File: src/rtl/nasti_stream_pkg.sv
// Shared types for the NASTI-stream fabric: arbiter state, port index and
// the round-robin pointer advance helper.
package nasti_stream_pkg;

  typedef enum logic {IDLE = 1'b0, LOCKED = 1'b1} arb_state_t;

  localparam int MAX_PORT = 4;

  typedef logic [1:0] port_idx_t;

  // Port after p, wrapping at n_port (n_port is 1..MAX_PORT).
  function automatic port_idx_t next_port(input port_idx_t p, input int n_port);
    if (int'(p) + 1 >= n_port) return '0;
    return p + 2'd1;
  endfunction

  // Physical port sitting at rotated position pos when the scan starts at rr.
  function automatic port_idx_t rot_idx(input int pos, input port_idx_t rr);
    return port_idx_t'(pos) + rr;
  endfunction

endpackage

File: src/rtl/nasti_stream_reg_slice.sv
// Single-entry stream register. can_accept_o is high when the entry is empty
// or is being drained this cycle, so one beat per cycle flows with ready held.
// Handshake: a beat moves on a rising edge where valid and ready are both high;
// out_valid_o and out_data_o hold stable while out_ready_i is low.
module nasti_stream_reg_slice #(
  parameter int W = 8
) (
  input  logic         clk,
  input  logic         rst,
  input  logic         in_valid_i,
  input  logic [W-1:0] in_data_i,
  output logic         can_accept_o,
  output logic         out_valid_o,
  input  logic         out_ready_i,
  output logic [W-1:0] out_data_o
);

  logic         valid_q, valid_d;
  logic [W-1:0] data_q, data_d;

  // Load a new beat whenever there is room; otherwise hold the current one.
  always_comb begin
    can_accept_o = !valid_q || out_ready_i;
    valid_d      = valid_q;
    data_d       = data_q;
    if (can_accept_o) begin
      valid_d = in_valid_i;
      if (in_valid_i) data_d = in_data_i;
    end
  end

  // Entry register, cleared by reset.
  always_ff @(posedge clk or posedge rst) begin
    if (rst) begin
      valid_q <= 1'b0;
      data_q  <= '0;
    end else begin
      valid_q <= valid_d;
      data_q  <= data_d;
    end
  end

  assign out_valid_o = valid_q;
  assign out_data_o  = data_q;

endmodule

File: src/rtl/nasti_stream_arbiter.sv
// Packet-level round-robin merge of up to four NASTI-stream sources into one
// registered output. A granted source keeps the grant until its last beat.
// Handshake: a beat moves on a rising edge where t_valid and t_ready are both
// high; output payload is held stable while slave_t_ready_i is low.
module nasti_stream_arbiter
  import nasti_stream_pkg::*;
#(
  parameter  int N_PORT = 1,
  parameter  int DATA_W = 64,
  parameter  int ID_W   = 1,
  parameter  int DEST_W = 1,
  parameter  int USER_W = 1,
  localparam int STRB_W = DATA_W / 8
) (
  input  logic                             clk,
  input  logic                             rst,
  input  logic [MAX_PORT-1:0]              master_t_valid_i,
  output logic [MAX_PORT-1:0]              master_t_ready_o,
  input  logic [MAX_PORT-1:0][DATA_W-1:0]  master_t_data_i,
  input  logic [MAX_PORT-1:0][STRB_W-1:0]  master_t_strb_i,
  input  logic [MAX_PORT-1:0][STRB_W-1:0]  master_t_keep_i,
  input  logic [MAX_PORT-1:0]              master_t_last_i,
  input  logic [MAX_PORT-1:0][ID_W-1:0]    master_t_id_i,
  input  logic [MAX_PORT-1:0][DEST_W-1:0]  master_t_dest_i,
  input  logic [MAX_PORT-1:0][USER_W-1:0]  master_t_user_i,
  output logic                             slave_t_valid_o,
  input  logic                             slave_t_ready_i,
  output logic [DATA_W-1:0]                slave_t_data_o,
  output logic [STRB_W-1:0]                slave_t_strb_o,
  output logic [STRB_W-1:0]                slave_t_keep_o,
  output logic                             slave_t_last_o,
  output logic [ID_W-1:0]                  slave_t_id_o,
  output logic [DEST_W-1:0]                slave_t_dest_o,
  output logic [USER_W-1:0]                slave_t_user_o,
  output arb_state_t                       state_o,
  output port_idx_t                        rr_ptr_o
);

  localparam int PL_W = DATA_W + 2 * STRB_W + 1 + ID_W + DEST_W + USER_W;

  arb_state_t          state_q, state_d;
  port_idx_t           rr_ptr_q, rr_ptr_d;
  port_idx_t           grant_q, grant_d;
  logic [MAX_PORT-1:0] req, req_rot;
  port_idx_t           scan_idx, sel_port;
  logic                scan_hit, sel_valid, sel_last, accept, can_accept;
  logic [PL_W-1:0]     sel_payload, out_payload;

  // Ports at or above N_PORT never request.
  always_comb begin
    req = '0;
    for (int i = 0; i < MAX_PORT; i++) req[i] = master_t_valid_i[i] && (i < N_PORT);
  end

  // Rotate requests so rr_ptr sits at position 0, then take the lowest hit.
  always_comb begin
    req_rot  = '0;
    scan_idx = '0;
    scan_hit = 1'b0;
    for (int i = 0; i < MAX_PORT; i++) req_rot[i] = req[rot_idx(i, rr_ptr_q)];
    for (int i = MAX_PORT - 1; i >= 0; i--) begin
      if (req_rot[i]) begin
        scan_hit = 1'b1;
        scan_idx = rot_idx(i, rr_ptr_q);
      end
    end
  end

  // Grant mux: locked packets bypass the scan; ready is withheld during reset.
  always_comb begin
    sel_port    = (state_q == LOCKED) ? grant_q : scan_idx;
    sel_valid   = ((state_q == LOCKED) ? req[grant_q] : scan_hit) && !rst;
    sel_last    = master_t_last_i[sel_port];
    sel_payload = {master_t_data_i[sel_port], master_t_strb_i[sel_port],
                   master_t_keep_i[sel_port], master_t_last_i[sel_port],
                   master_t_id_i[sel_port], master_t_dest_i[sel_port],
                   master_t_user_i[sel_port]};
    accept      = sel_valid && can_accept;
    master_t_ready_o = '0;
    if (!rst && (state_q == LOCKED || scan_hit)) master_t_ready_o[sel_port] = can_accept;
  end

  // Next-state: lock on a non-last beat, release and advance rr_ptr on last.
  always_comb begin
    state_d  = state_q;
    grant_d  = grant_q;
    rr_ptr_d = rr_ptr_q;
    if (accept) begin
      if (sel_last) begin
        state_d  = IDLE;
        rr_ptr_d = next_port(sel_port, N_PORT);
      end else if (state_q == IDLE) begin
        state_d = LOCKED;
        grant_d = sel_port;
      end
    end
  end

  // Arbiter state registers; reset restarts arbitration from port 0.
  always_ff @(posedge clk or posedge rst) begin
    if (rst) begin
      state_q  <= IDLE;
      rr_ptr_q <= '0;
      grant_q  <= '0;
    end else begin
      state_q  <= state_d;
      rr_ptr_q <= rr_ptr_d;
      grant_q  <= grant_d;
    end
  end

  nasti_stream_reg_slice #(.W(PL_W)) u_slice (
    .clk          (clk),
    .rst          (rst),
    .in_valid_i   (sel_valid),
    .in_data_i    (sel_payload),
    .can_accept_o (can_accept),
    .out_valid_o  (slave_t_valid_o),
    .out_ready_i  (slave_t_ready_i),
    .out_data_o   (out_payload)
  );

  assign {slave_t_data_o, slave_t_strb_o, slave_t_keep_o, slave_t_last_o,
          slave_t_id_o, slave_t_dest_o, slave_t_user_o} = out_payload;
  assign state_o  = state_q;
  assign rr_ptr_o = rr_ptr_q;

endmodule

File: config.mk
export PLATFORM = sky130hd
export DESIGN_NAME = nasti_stream_arbiter
export DESIGN_NICKNAME = d
export VERILOG_FILES = /design/src/rtl/nasti_stream_pkg.sv /design/src/rtl/nasti_stream_reg_slice.sv /design/src/rtl/nasti_stream_arbiter.sv
export SDC_FILE = /design/constraint.sdc
export NUM_CORES = 1
export LEC_CHECK = 0
export CORE_AREA = 2 2 171 173
export DETAILED_ROUTE_END_ITERATION = 12
export DIE_AREA = 0 0 173 175
export PLACE_DENSITY = 0.67
export SYNTH_ARGS = -nofsm -noshare
export SYNTH_HDL_FRONTEND = slang
export SYNTH_HIERARCHICAL = 1
export SYNTH_SLANG_ARGS = --single-unit
File: constraint.sdc
create_clock -name clk -period 2.9 [get_ports clk]
set_input_delay 0.29 -clock clk [delete_from_list [all_inputs] [get_ports clk]]
set_output_delay 0.29 -clock clk [all_outputs]
set_load 0.05 [all_outputs]
==> flow_summary.json, run 1 <==
{
  "status": "finished, final reports clean",
  "crit_fanout": 43,
  "cts_buffer_depth": 2,
  "yosysTopAreaCellShare_pct": 34.6,
  "yosys.area.top_type": "dfrtp_1",
  "root_buffer": "clkbuf_16",
  "finalSetupViolations": 0,
  "viasPerCell": 4.55,
  "syn-num-nets": 1044,
  "finish.utilization_pct": 39.9,
  "drcViolationCount": 0,
  "port_buffers": 431,
  "finalClockSkew_ns": 0.00480,
  "synthArstFlopShare_pct": 100,
  "nNetsFinal": 1438,
  "syn_area_mm2": 0.00650,
  "drv_cap": 0,
  "drive_gt1_share_pct": 11.6,
  "firstDrtPassIters": 6,
  "rr_worst_depth": 5,
  "end_kind": "output pin",
  "avgRoutedWirePerCell_um": 16.5,
  "p_switching_mw": 1.79,
  "fin_total_pwr_mw": 5.09,
  "layout-area-overhead-vs-synth_pct": 74.1,
  "ctsHoldBuffers": 0,
  "cts_resized": 0,
  "hold_viol_final": 0,
  "yosys_warnings": 6,
  "layout_commonest_cell": "clkdlybuf4s50_1",
  "dieWidth_um": 173,
  "leakage_nw": 4.58,
  "p_per_area_mw_per_mm2": 449,
  "ys_seq_area_share_pct": 34.6,
  "syn_avg_cell_area_um2": 9.34,
  "antenna_cells": 0,
  "synthCells": 696,
  "ys_ff_latch": 90,
  "core_mm2": 0.0284,
  "fmax_ghz": 0.418,
  "grt_usage_pct": 15.9,
  "synth-edff-count": 0,
  "final_cell_mix": "427 x clkdlybuf4s50_1, 166 x nand2_1, 89 x dfrtp_1",
  "drt_wl_total_um": 24300,
  "fin_crit_sh_pct": 82.5,
  "fp.dieH_um": 175,
  "tightest_slew_ns": 0.636,
  "switching_share_pct": 35.1,
  "power_frac_clock_pct": 24.2,
  "synth_flop_cell": "dfrtp_1",
  "fin_setup_tns_ns": 0,
  "place_area_mm2": 0.0110,
  "pwr-share-seq_pct": 31.4,
  "postCtsSetupBuffers": 0,
  "rows": 62,
  "grt_pass1_wl_um": 38100,
  "clkLatencyLatePin_ns": 0.34,
  "vdd_drop_max_uv": 257,
  "via_count": 6710,
  "antenna_found_initial": 0,
  "cts_tree": "built",
  "synth_area_leaders": "dfrtp_1 35%, mux2_4 14%, a211oi_1 9.6%",
  "h-tree-depth": 3,
  "initial_utilization_pct": 22.9,
  "drt_iter0_markers": 261,
  "yosysUniqueCellTypes": 34,
  "rsz0062_at_grt": "false",
  "fillCellCount": 2805,
  "dp_cells": 1463,
  "cts_buffers": 9,
  "cp-start-kind": "flop",
  "grt_pass1_vias": 6950,
  "post-dp-hpwl_um": 18500,
  "period_needed_ns": 2.39,
  "comb_power_share_pct": 44.3,
  "final_area_mm2": 0.0113,
  "path_class": "flop to output pin",
  "internal_power_mw": 3.30,
  "slew_headroom_pct": 57.5,
  "layout.cells.non_filler": 1476,
  "cts.sinks": 90,
  "place_congestion": 0.848,
  "dieArea_mm2": 0.0303,
  "hp-class": "input pin to asynchronous set/reset pin",
  "arrival_ns": 2.10,
  "clk_pin_slew_ns": 0.06,
  "ant_nets": 0,
  "overflow": 0,
  "grt_max_degree": 87,
  "drv_slew": 0,
  "pin_count": 435,
  "cp.required_ns": 2.61
}
power groups by stage:
stage	logic [mW]	registers (mW)	clock network, mW
2_1_floorplan	0.487	2.38	0
3_3_place_gp	2.26	1.61	0
3_5_place_dp	2.26	1.62	0
4_1_cts	2.27	1.60	1.29
5_1_grt	2.36	1.63	1.36
6_report	2.26	1.60	1.23
layer usage:
metal / routed length [um] / global-route usage [%]
met1: 9950 / 18.4
met2: 11700 / 27.0
met3: 1740 / 4.90
met4: 888 / 6.81
met5: 0 / 0
cells by family (layout without fill, tap and decap cells):
| group | count (synthesis) | in the layout | share of synthesized area (%) |
|---|---|---|---|
| AND/OR/NAND/NOR | 269 | 269 | 19.5 |
| multiplexers | 87 | 87 | 18.5 |
| adder cells (fa/ha/maj) | 5 | 5 | 0.962 |
| flip-flops | 90 | 90 | 34.6 |
| AO/OA/AOI/OAI | 172 | 172 | 18.2 |
| buffers and inverters | 73 | 469 | 8.16 |
layout make-up:
type,count,area [um^2],share of cell area [%]
clock buffers,9,225,1.99
clock inverters,4,70.1,0.619
inverters,8,33.8,0.298
flip-flops and latches,90,2260,19.9
multi-input cells,533,3740,33.0
repair buffers,448,4520,39.9
well taps,384,480,4.24
final timing paths:
check | start | slack (ns) | endpoint
setup / recovery | state_o | 0.51 | master_t_ready_o[0]
hold / removal | rst | 0.33 | state_o
setup reg to reg | state_o | 0.77 | u_slice/out_data_o[81]
hold reg to reg | u_slice/out_data_o[26] | 0.50 | u_slice/out_data_o[26]
max in group asynchronous | rst | 1.77 | u_slice/out_data_o[53]
min in group clk | u_slice/out_data_o[26] | 0.50 | u_slice/out_data_o[26]
flip-flops by register name (all words and copies together) (netlist names):
signal	flops
grant_q	2
rr_ptr_o	2
state_o	1
u_slice/out_data_o	84
u_slice/out_valid_o	1
critical path, stage by stage (launching register included):
cell	delay [ns]
dfrtp_1	0.55
nand2_4	0.14
buf_4	0.43
ha_1	0.24
inv_1	0.06
nor2_1	0.12
buf_4	0.22
synth_stat cells (2+ instances only):
library cell and instances:
buf_2 22, nand2_1 166, nand2_2 2, buf_6 12
dfrtp_1 90, buf_4 8, buf_12 6, mux2_1 2
mux2_2 24, ha_1 5, mux2_4 60, a31oi_1 83
nor3_1 2, clkbuf_1 16, nor2_1 7, a211oi_1 83
nor2b_1 85, inv_1 7
per-stage QoR:
step	worst slack (ns)	hold WS (ns)
finish	0.507	0.327
global route	0.294	0.332
detailed placement	0.791	0.491
global placement	0.839	0.485
floorplan	0.417	0.0768
CTS	0.478	0.316
Note: power is estimated with default switching activity, not from simulation.
==> run 2, diff against run 1 <==
--- a/config.mk
+++ b/config.mk
@@ -8,7 +8,7 @@
 export CORE_AREA = 2 2 171 173
 export DETAILED_ROUTE_END_ITERATION = 12
 export DIE_AREA = 0 0 173 175
-export PLACE_DENSITY = 0.67
+export PLACE_DENSITY = 0.69
 export SYNTH_ARGS = -nofsm -noshare
 export SYNTH_HDL_FRONTEND = slang
 export SYNTH_HIERARCHICAL = 1
==> constraint.sdc (replaced) <==
create_clock -name clk -period 2 [get_ports clk]
set_input_delay 0.2 -clock clk [delete_from_list [all_inputs] [get_ports clk]]
set_output_delay 0.2 -clock clk [all_outputs]
set_load 0.05 [all_outputs]
==> flow_summary.json, run 2 (synthesis results as in run 1) <==
{
  "status": "finished, final reports clean",
  "dieWidth_um": 173,
  "port_buffers": 431,
  "via_count": 6841,
  "cpPeakStageDelay_ns": 0.50,
  "cp-start-kind": "flop",
  "drt_iter0_markers": 293,
  "initial_utilization_pct": 22.9,
  "place_congestion": 0.870,
  "layout-area-overhead-vs-synth_pct": 81.1,
  "internal_power_mw": 4.84,
  "final_area_mm2": 0.0118,
  "arrival_ns": 1.72,
  "power_frac_clock_pct": 24.6,
  "grt_max_degree": 89,
  "rr_worst_depth": 7,
  "layout.cells.non_filler": 1506,
  "ant_nets": 0,
  "finalSetupViolations": 0,
  "overflow": 0,
  "drv_cap": 0,
  "pwr-share-seq_pct": 31.1,
  "ff2ff_setup_slack_ns": 0.13,
  "comb_power_share_pct": 44.3,
  "nNetsFinal": 1465,
  "cts_buffers": 9,
  "hold_viol_final": 0,
  "layout_commonest_cell": "clkdlybuf4s50_1",
  "fmax_ghz": 0.521,
  "critPathMostFrequentCell": "buf_12",
  "crit_fanout": 14,
  "fin_setup_tns_ns": 0,
  "post-dp-hpwl_um": 18200,
  "cp_slowest_cell": "dfrtp_4",
  "clkLatencyLatePin_ns": 0.34,
  "fin_crit_sh_pct": 95.9,
  "fin_ws_ns": 0.0820,
  "pin_count": 435,
  "rows": 62,
  "largest_reg_flops": 84,
  "antenna_cells": 0,
  "tightest_slew_ns": 0.577,
  "hp-class": "input pin to asynchronous set/reset pin",
  "path_class": "flop to output pin",
  "firstDrtPassIters": 4,
  "rr_startpoint": "grant_q[0]",
  "slew_headroom_pct": 61.4,
  "cts_buffer_depth": 2,
  "grt_pass1_wl_um": 39900,
  "dieArea_mm2": 0.0303,
  "vdd_drop_max_uv": 246,
  "timing.rr.end": "u_slice/out_data_o[7]",
  "grt_usage_pct": 16.7,
  "drv_slew": 0,
  "switching_share_pct": 35.3,
  "avgRoutedWirePerCell_um": 17.3,
  "core_mm2": 0.0284,
  "p_switching_mw": 2.64,
  "cp.required_ns": 1.80,
  "viasPerCell": 4.54,
  "finalClockSkew_ns": 0.0108,
  "crit_chain": "buf_12 -> nand2_8 -> inv_8 -> buf_12 -> ha_1 -> inv_2 -> nor2_4 -> buf_12",
  "period_needed_ns": 1.92,
  "cts_tree": "built",
  "antenna_found_initial": 0,
  "fin_total_pwr_mw": 7.48,
  "end_kind": "output pin",
  "clk_pin_slew_ns": 0.07,
  "grt_pass1_vias": 7036,
  "drt_wl_total_um": 26000,
  "pre_cts_slack_ns": 0.142,
  "place_area_mm2": 0.0112,
  "root_buffer": "clkbuf_16",
  "finish.utilization_pct": 41.5,
  "drcViolationCount": 0,
  "cts.sinks": 90,
  "p_per_area_mw_per_mm2": 635,
  "h-tree-depth": 3,
  "leakage_nw": 4.80,
  "drive_gt1_share_pct": 14.4,
  "hold-worst-slack_ns": 0.302,
  "fp.dieH_um": 175,
  "dp_cells": 1475,
  "final_cell_mix": "425 x clkdlybuf4s50_1, 166 x nand2_1, 88 x dfrtp_1"
}
-- run 2: power by group through the flow --
stage               logic (mW)  registers, mW  clock network, mW
finish                    3.31           2.33               1.84
global route              3.45           2.37               2.01
CTS                       3.32           2.33               1.93
detailed placement        3.30           2.35                  0
global placement          3.28           2.35                  0
floorplan                0.709           3.45                  0
-- run 2: how the worst max path moves through the flow --
stage,startpoint,slack (ns),endpoint
after floorplan,grant_q[0],0.01,u_slice/out_data_o[0]
after global placement,grant_q[1],0.17,u_slice/out_data_o[54]
after detailed placement,master_t_valid_i[0],0.14,u_slice/out_data_o[14]
after CTS,state_o,0.02,state_o
after global routing,grant_q[0],-0.008,master_t_ready_o[1]
final,grant_q[0],0.08,master_t_ready_o[1]
-- run 2: area by class of cell --
type                            count  area (um^2)
Inverter                            8         41.3
Tap cell                          384          480
Clock inverter                      4         76.3
Fill cell                        2768        16600
Multi-Input combinational cell    535         3800
Timing Repair Buffer              473         4890
Clock buffer                       12          236
Sequential cell                    90         2260
-- run 2: critical path, delay by kind of cell (launching register included) --
| kind | cells | cell delay, ns |
|---|---|---|
| AND/OR/NAND/NOR | 2 | 0.14 |
| flip-flops | 1 | 0.50 |
| adder cells (fa/ha/maj) | 1 | 0.19 |
| buffers and inverters | 5 | 0.54 |
-- run 2: timing repair --
action | in CTS | in global routing
setup buffers | 6 | 3
endpoints found under the setup margin | 4 | 5
hold buffers | 0 | 0
resized for setup | 9 | 4
pin swaps | 0 | 1
cloned | 6 | 0
endpoints found under the hold margin | 0 | 0
-- run 2: per-layer routing --
metal,track usage [%],up-vias,share of wire (%)
li1,-,3329,-
met1,20.0,3173,42
met2,28.8,295,49
met3,4.68,44,6.7
met4,5.83,0,2.6
met5,0,-,0
==> run 3, diff against run 2 <==
--- a/config.mk
+++ b/config.mk
@@ -8,6 +8,7 @@
 export CORE_AREA = 2 2 171 173
 export DETAILED_ROUTE_END_ITERATION = 12
 export DIE_AREA = 0 0 173 175
+export GPL_TIMING_DRIVEN = 0
 export PLACE_DENSITY = 0.69
 export SYNTH_ARGS = -nofsm -noshare
 export SYNTH_HDL_FRONTEND = slang
==> flow_summary.json, run 3 (synthesis results as in run 1) <==
{
  "ctsHoldBuffers": 0,
  "finalSetupViolations": 0,
  "tightest_slew_ns": 0.595,
  "cts.sinks": 90,
  "status": "finished, final reports clean",
  "layout.cells.non_filler": 1545,
  "avgRoutedWirePerCell_um": 19.9,
  "post-dp-hpwl_um": 23600,
  "clk_pin_slew_ns": 0.07,
  "dieWidth_um": 173,
  "drv_cap": 0,
  "viasPerCell": 4.70,
  "leakage_nw": 4.88,
  "fin_crit_sh_pct": 99.8,
  "cts_tree": "built",
  "antenna_cells": 0,
  "drv_slew": 0,
  "finish.utilization_pct": 42.0,
  "cp-start-kind": "flop",
  "crit_fanout": 10,
  "drt_wl_total_um": 30700,
  "grt_usage_pct": 19.9,
  "clkLatencyLatePin_ns": 0.35,
  "internal_power_mw": 4.74,
  "fin_total_pwr_mw": 7.43,
  "pwr-share-seq_pct": 31.2,
  "largest_reg_flops": 84,
  "layout_commonest_cell": "clkdlybuf4s50_1",
  "cts_buffer_depth": 2,
  "port_buffers": 431,
  "ant_nets": 0,
  "place_congestion": 0.921,
  "dieArea_mm2": 0.0303,
  "initial_utilization_pct": 22.9,
  "cp.required_ns": 2.22,
  "layout-area-overhead-vs-synth_pct": 83.4,
  "pin_count": 435,
  "path_class": "flop to flop",
  "comb_power_share_pct": 45.5,
  "dp_cells": 1513,
  "antenna_found_initial": 0,
  "drive_gt1_share_pct": 16.4,
  "rsz0062_at_grt": "true",
  "vdd_drop_max_uv": 311,
  "nNetsFinal": 1504,
  "drcViolationCount": 0,
  "fmax_ghz": 0.501,
  "end_kind": "flop",
  "grt_pass1_wl_um": 46000,
  "fp.dieH_um": 175,
  "rows": 62,
  "firstDrtPassIters": 4,
  "overflow": 0,
  "power_frac_clock_pct": 23.3,
  "period_needed_ns": 2.00,
  "hp-class": "input pin to asynchronous set/reset pin",
  "core_mm2": 0.0284,
  "cts_buffers": 9,
  "grt_max_degree": 38,
  "hold_viol_final": 0,
  "root_buffer": "clkbuf_16",
  "finalClockSkew_ns": 0.0103,
  "drt_iter0_markers": 363,
  "fin_setup_tns_ns": 0,
  "grt_pass1_vias": 7667,
  "arrival_ns": 2.22,
  "h-tree-depth": 3,
  "fillCellCount": 2833,
  "p_per_area_mw_per_mm2": 623,
  "p_switching_mw": 2.69,
  "slew_headroom_pct": 60.4,
  "final_cell_mix": "426 x clkdlybuf4s50_1, 166 x nand2_1, 88 x dfrtp_1",
  "switching_share_pct": 36.2,
  "via_count": 7254
}
run 3: cell types whose count changed in the layout (fill, tap and decap cells not counted), moves of 4 or more:
| cell | delta |
|---|---|
| buf_2 | +15 |
| buf_6 | +11 |
| bufbuf_16 | -4 |
| clkbuf_1 | +11 |
| clkbuf_2 | +4 |
run 3: area by class of cell:
class                      instances  area (um^2)  share of cell area, %
buffer                            62          556                   4.66
inverter                           8         33.8                  0.283
sequential                        90         2250                   18.9
clock inverter                     4         52.6                  0.441
multi-input combinational        533         3770                   31.6
tap                              384          480                   4.03
clock buffer                      12          236                   1.98
timing repair buffer             452         4540                   38.1
run 3: metrics by stage:
| step | hold WS (ns) | instance area, um^2 | worst slack [ns] |
|---|---|---|---|
| global route | 0.289 | 11900 | -0.0520 |
| finish | 0.272 | 11900 | 0.00487 |
| detailed placement | 0.479 | 11400 | -0.788 |
| floorplan | -0.0133 | 6530 | 0.0138 |
| global placement | 0.473 | 11300 | -0.761 |
| CTS | 0.232 | 11900 | -0.00211 |
run 3: repair_timing:
action	in CTS	in global routing
pin swaps	3	3
setup buffers	14	4
endpoints found under the setup margin	90	79
gates cloned	1	0
resized for setup	52	12
run 3: power groups by stage:
| stage | sequential, mW | combinational (mW) | clock, mW |
|---|---|---|---|
| after floorplan | 3.45 | 0.709 | 0 |
| after global placement | 2.33 | 3.34 | 0 |
| after detailed placement | 2.34 | 3.36 | 0 |
| after CTS | 2.32 | 3.38 | 1.80 |
| after global routing | 2.36 | 3.50 | 1.88 |
| final | 2.32 | 3.38 | 1.73 |
run 3: final timing paths:
path	start	end	slack, ns	cells after the start
setup / recovery	grant_q[0]	u_slice/out_data_o[3]	0.005	8
hold / removal	rst	rr_ptr_o[1]	0.27	2
setup reg to reg	grant_q[0]	u_slice/out_data_o[3]	0.005	8
hold reg to reg	rr_ptr_o[1]	rr_ptr_o[1]	0.50	1
max in group asynchronous	rst	u_slice/out_data_o[60]	1.08	3
min in group clk	rr_ptr_o[1]	rr_ptr_o[1]	0.50	1
run 3: worst max-delay path, stage by stage (launching register included):
cell	delay, ns
dfrtp_1	0.39
buf_12	0.14
buf_12	0.12
o21a_4	0.22
nor3b_4	0.24
nand2_4	0.10
buf_12	0.18
buf_12	0.17
mux2_4	0.30
run 3: per-layer routing:
metal	up-vias	wire [um]	global-route usage, %
met5	-	0	0
met3	39	2190	4.72
met2	327	15000	34.0
met4	0	720	6.50
met1	3491	12800	24.6
li1	3397	-	-
